==> src/rtl/vga_timing_gen.sv <==
// Raster timing generator: two front-porch/sync/back-porch/video FSMs (pixels, lines)
// decoded into sync, data-valid, active coordinates and line/frame start strobes.
module vga_timing_gen #(
   parameter int unsigned H_FP     = 16,
   parameter int unsigned H_SYNC   = 96,
   parameter int unsigned H_BP     = 48,
   parameter int unsigned H_ACTIVE = 640,
   parameter int unsigned V_FP     = 10,
   parameter int unsigned V_SYNC   = 2,
   parameter int unsigned V_BP     = 33,
   parameter int unsigned V_ACTIVE = 480,
   parameter bit          SYNC_POL = 1'b0,
   parameter int unsigned CNT_W    = 12
) (
   input  logic             pixelClk,
   input  logic             rst,
   input  logic             pixelEn,
   output logic             hsync,
   output logic             vsync,
   output logic             dataValid,
   output logic [CNT_W-1:0] pixelX,
   output logic [CNT_W-1:0] pixelY,
   output logic             lineStart,
   output logic             frameStart
);

   typedef enum logic [1:0] {
      FRONT_PORCH = 2'd0,
      SYNC        = 2'd1,
      BACK_PORCH  = 2'd2,
      VIDEO       = 2'd3
   } phase_t;

   localparam longint unsigned CNT_MAX = (64'd1 << CNT_W) - 64'd1;

   // Every interval must be non-empty and representable in the counters.
   if (H_FP < 1 || H_SYNC < 1 || H_BP < 1 || H_ACTIVE < 1 ||
       V_FP < 1 || V_SYNC < 1 || V_BP < 1 || V_ACTIVE < 1) begin : g_bad_len
      $error("vga_timing_gen: every porch/sync/active length must be >= 1");
   end
   if (longint'(H_FP) > CNT_MAX || longint'(H_SYNC) > CNT_MAX || longint'(H_BP) > CNT_MAX ||
       longint'(H_ACTIVE) > CNT_MAX || longint'(V_FP) > CNT_MAX || longint'(V_SYNC) > CNT_MAX ||
       longint'(V_BP) > CNT_MAX || longint'(V_ACTIVE) > CNT_MAX) begin : g_bad_width
      $error("vga_timing_gen: CNT_W too narrow for the timing parameters");
   end

   function automatic phase_t next_phase(input phase_t s);
      case (s)
         FRONT_PORCH: next_phase = SYNC;
         SYNC:        next_phase = BACK_PORCH;
         BACK_PORCH:  next_phase = VIDEO;
         VIDEO:       next_phase = FRONT_PORCH;
         default:     next_phase = FRONT_PORCH;
      endcase
   endfunction

   function automatic logic [CNT_W-1:0] h_last(input phase_t s);
      case (s)
         FRONT_PORCH: h_last = CNT_W'(H_FP - 1);
         SYNC:        h_last = CNT_W'(H_SYNC - 1);
         BACK_PORCH:  h_last = CNT_W'(H_BP - 1);
         VIDEO:       h_last = CNT_W'(H_ACTIVE - 1);
         default:     h_last = '0;
      endcase
   endfunction

   function automatic logic [CNT_W-1:0] v_last(input phase_t s);
      case (s)
         FRONT_PORCH: v_last = CNT_W'(V_FP - 1);
         SYNC:        v_last = CNT_W'(V_SYNC - 1);
         BACK_PORCH:  v_last = CNT_W'(V_BP - 1);
         VIDEO:       v_last = CNT_W'(V_ACTIVE - 1);
         default:     v_last = '0;
      endcase
   endfunction

   phase_t           r_hState;
   phase_t           r_vState;
   logic [CNT_W-1:0] r_hCnt;
   logic [CNT_W-1:0] r_vCnt;

   logic             w_hEnd;
   logic             w_vStep;
   logic             w_vEnd;
   logic             w_dv;
   logic             w_lineStart;

   always_comb begin
      w_hEnd  = (r_hCnt == h_last(r_hState));
      // Lines advance only on the pixel that leaves horizontal video.
      w_vStep = pixelEn && w_hEnd && (r_hState == VIDEO);
      w_vEnd  = (r_vCnt == v_last(r_vState));
   end

   always_ff @(posedge pixelClk) begin
      if (!rst) begin
         r_hState <= FRONT_PORCH;
         r_hCnt   <= '0;
      end else if (pixelEn) begin
         if (w_hEnd) begin
            r_hCnt   <= '0;
            r_hState <= next_phase(r_hState);
         end else begin
            r_hCnt   <= r_hCnt + CNT_W'(1);
         end
      end
   end

   always_ff @(posedge pixelClk) begin
      if (!rst) begin
         r_vState <= FRONT_PORCH;
         r_vCnt   <= '0;
      end else if (w_vStep) begin
         if (w_vEnd) begin
            r_vCnt   <= '0;
            r_vState <= next_phase(r_vState);
         end else begin
            r_vCnt   <= r_vCnt + CNT_W'(1);
         end
      end
   end

   // Outputs are pure decodes of the state registers, so they hold with the state.
   assign w_dv        = (r_hState == VIDEO) && (r_vState == VIDEO);
   assign w_lineStart = w_dv && (r_hCnt == '0) && pixelEn;

   assign hsync      = (r_hState == SYNC) ? SYNC_POL : ~SYNC_POL;
   assign vsync      = (r_vState == SYNC) ? SYNC_POL : ~SYNC_POL;
   assign dataValid  = w_dv;
   assign pixelX     = w_dv ? r_hCnt : '0;
   assign pixelY     = w_dv ? r_vCnt : '0;
   assign lineStart  = w_lineStart;
   assign frameStart = w_lineStart && (r_vCnt == '0);

endmodule

==> config.mk <==
export PLATFORM = sky130hd
export DESIGN_NAME = vga_timing_gen
export DESIGN_NICKNAME = d
export VERILOG_FILES = /design/src/rtl/vga_timing_gen.sv
export SDC_FILE = /design/constraint.sdc
export NUM_CORES = 1
export LEC_CHECK = 0
export ABC_AREA = 1
export CAP_MARGIN = 20
export CELL_PAD_IN_SITES_DETAIL_PLACEMENT = 1
export CELL_PAD_IN_SITES_GLOBAL_PLACEMENT = 2
export CORE_MARGIN = 2
export CORE_UTILIZATION = 25
export DETAILED_ROUTE_END_ITERATION = 8
export PLACE_DENSITY_LB_ADDON = 0.1
export SETUP_SLACK_MARGIN = 0.05
export SYNTH_ARGS = -nofsm -noshare
export SYNTH_HDL_FRONTEND = slang
export SYNTH_SLANG_ARGS = --single-unit
==> constraint.sdc <==
create_clock -name pixelClk -period 2.3 [get_ports pixelClk]
set_clock_uncertainty 0.2 [all_clocks]
set_input_delay 0.345 -clock pixelClk [delete_from_list [all_inputs] [get_ports pixelClk]]
set_output_delay 0.345 -clock pixelClk [all_outputs]
set_load 0.01 [all_outputs]
==> impl_metrics.json, run 1 <==
{
  "grt_pass1_wl_um": 11100,
  "cts-root-buf": "clkbuf_8",
  "first_pass_iters": 4,
  "ys_warn_count": 0,
  "p_seq_share_pct": 58.9,
  "min_path_cells": 4,
  "yosysTopAreaCell": "dfxtp_1",
  "clock_tree.buffer_depth": 2,
  "cts_sinks": 28,
  "drtIter0Drc": 67,
  "synth-seq-cells": 28,
  "power.share.combinational_pct": 6.0,
  "rsz0062_at_grt": "yes",
  "drtAntennaViolNets": 0,
  "die_x_um": 93.2,
  "syn_inst": 318,
  "core.rowCount": 32,
  "critPathArrivalTime_ns": 1.65,
  "power_density_nw_per_um2": 306,
  "cts_buffers": 3,
  "wl_per_cell_um": 14.3,
  "synth.cell_area_um2": 1990,
  "async_flop_share_pct": 0,
  "via_per_inst": 4.49,
  "period_share_pct": 95.2,
  "worst_pin_slew_ns": 0.541,
  "h-tree-depth": 1,
  "die_y_um": 93.2,
  "power.switching_uw": 205,
  "fin_cells": 477,
  "ir_drop_uv": 201,
  "min_period_ns": 2.19,
  "drive_gt1_share_pct": 17.1,
  "crit_fanout": 25,
  "insertion_delay_ns": 0.29,
  "end_kind": "output port",
  "ys_types": 31,
  "vias": 2140,
  "initial_utilization_pct": 25.7,
  "hpwlAfterDp_um": 5160,
  "numPortBuffers": 31,
  "run_status": "completed",
  "cts_tree": "yes",
  "synth_top_area_share_pct": 28.2,
  "drc": 0,
  "grt_max_degree": 26,
  "num_io_pins": 32,
  "clk_pin_slew_ns": 0.10,
  "worst-r2r-cell-count": 10,
  "power_uw": 833,
  "leakagePower_uw": 0.00125,
  "slew_headroom_pct": 63.8,
  "wirelength_um": 6800,
  "grt_use_total_pct": 16.3,
  "yosysMostFrequentCell": "nand2_1",
  "synth_area_per_cell_um2": 6.26,
  "gr-total-overflow": 0,
  "synth_common_cells": "71 x nand2_1, 69 x nor2_1, 43 x inv_1",
  "fp.dieArea_um2": 8690,
  "grt_pass1_vias": 2128,
  "cap_violations": 0,
  "max_freq_ghz": 0.456,
  "hold_class": "in -> reg",
  "drv_slew": 0,
  "power.internal_uw": 627,
  "fin_nets": 393,
  "cp-start-kind": "register",
  "dp_cells": 470,
  "p_clk_share_pct": 35.1,
  "path_class": "reg -> out",
  "required_ns": 1.75,
  "synth_flop_cell": "dfxtp_1",
  "n_antenna_cell": 0,
  "ys_seq_area_share_pct": 28.2,
  "area_growth_pct": 36.5,
  "core_um2": 7730,
  "routabilityCongestion": 0.838,
  "synthesis.nets": 334,
  "hold_violations": 0,
  "antenna_found_initial": 0,
  "switching_share_pct": 24.7,
  "finalSetupViolations": 0,
  "synth_edf_count": 0,
  "cts_hold_buffers": 0,
  "ys_top_cells_by_area": "dfxtp_1 28%, nand2_1 13%, nor2_1 13%"
}
-- final timing paths --
kind              slack, ns   endpoint         from
hold / removal         0.27  r_hCnt[1]      pixelEn
setup reg to reg       0.24  r_vCnt[7]  r_hState[0]
setup / recovery       0.11  dataValid  r_hState[0]
hold reg to reg        0.31  r_vCnt[1]    r_vCnt[1]
-- through the flow --
stage | setup WS, ns | hold slack, ns | setup TNS [ns] | area [µm²] | utilization [%]
after CTS | -0.0285 | 0.314 | -0.0285 | 2630 | 34.0
after global routing | 0.0139 | 0.282 | 0 | 2720 | 35.2
after detailed placement | -0.335 | 0.294 | -0.622 | 2590 | 33.5
final | 0.109 | 0.273 | 0 | 2720 | 35.2
after floorplan | 0.176 | 0.271 | 0 | 1990 | -
after global placement | -0.277 | 0.297 | -0.505 | 2590 | 33.5
-- placed cells by master (no fill, tap or decap), types with 8 or more instances in the layout --
master and count:
dlygate4sd2_1 23, dfxtp_1 26, ha_1 11, nand4_1 8, a21oi_1 12, nor2_1 67, nor3_1 9, nand3_1 13
xor2_1 8, buf_4 25, nand2_1 70, inv_1 42
-- state kept, by name (all words and copies together), names as in the netlist --
| name | flops |
|---|---|
| r_hCnt | 12 |
| r_vCnt | 12 |
| r_hState | 2 |
| r_vState | 2 |
-- per-layer routing --
metal / part of all wire (%) / global-route usage, % / up-vias / wire length (µm)
li1: - / - / 1109 / -
met1: 54 / 24.9 / 1004 / 3690
met2: 43 / 24.8 / 25 / 2900
met3: 2.7 / 1.61 / 2 / 182
met4: 0.44 / 3.31 / 0 / 30
met5: 0 / 0 / - / 0
-- cells by family after synthesis --
family                   synth area share, %
AO/OA/AOI/OAI                           7.42
flip-flops                              28.2
XOR/XNOR                                3.52
buffers and inverters                   10.9
adder cells (fa/ha/maj)                 8.18
AND/OR/NAND/NOR                         41.8
-- power groups by stage --
stage | clock network [µW] | logic (µW) | registers (µW)
after floorplan | 0 | 24.6 | 501
after global placement | 0 | 49.9 | 501
after detailed placement | 0 | 50.3 | 501
after CTS | 309 | 50.8 | 490
after global routing | 327 | 56.0 | 491
final | 292 | 49.8 | 490
-- timing repair --
action	in CTS	in global routing
endpoints found under the setup margin	27	17
gates cloned	0	2
pin swaps	1	7
resized for setup	34	21
buffers inserted	0	2
-- area by class of cell --
cell class,count,area (µm²)
multi-input combinational,237,1290
tap,102,128
fill,1017,5010
inverter,49,191
timing repair inverter,1,8.76
sequential,28,563
timing repair buffer,57,494
clock buffer,3,41.3
-- critical path, stage by stage (launching register included) --
cell	delay, ns
dfxtp_2	0.37
ha_4	0.15
nand2_2	0.07
buf_8	0.18
inv_1	0.06
clkdlybuf4s50_1	0.52
No activity file was read; power rests on OpenSTA's default activity.
==> inputs of run 2 (changes only) <==
--- a/config.mk
+++ b/config.mk
@@ -11,6 +11,7 @@
 export CELL_PAD_IN_SITES_GLOBAL_PLACEMENT = 2
 export CORE_MARGIN = 2
 export CORE_UTILIZATION = 25
+export CTS_CLUSTER_DIAMETER = 120
 export DETAILED_ROUTE_END_ITERATION = 8
 export PLACE_DENSITY_LB_ADDON = 0.1
 export SETUP_SLACK_MARGIN = 0.05
==> results of run 2 <==
No change in the layout: final DEF, timing and power equal those of run 1.
==> inputs of run 3 (changes only) <==
--- a/config.mk
+++ b/config.mk
@@ -11,6 +11,7 @@
 export CELL_PAD_IN_SITES_GLOBAL_PLACEMENT = 2
 export CORE_MARGIN = 2
 export CORE_UTILIZATION = 25
+export CTS_BUF_LIST = sky130_fd_sc_hd__clkbuf_8
 export CTS_CLUSTER_DIAMETER = 120
 export DETAILED_ROUTE_END_ITERATION = 8
 export PLACE_DENSITY_LB_ADDON = 0.1
==> results of run 3 <==
No change in the layout: final DEF, timing and power equal those of run 1.
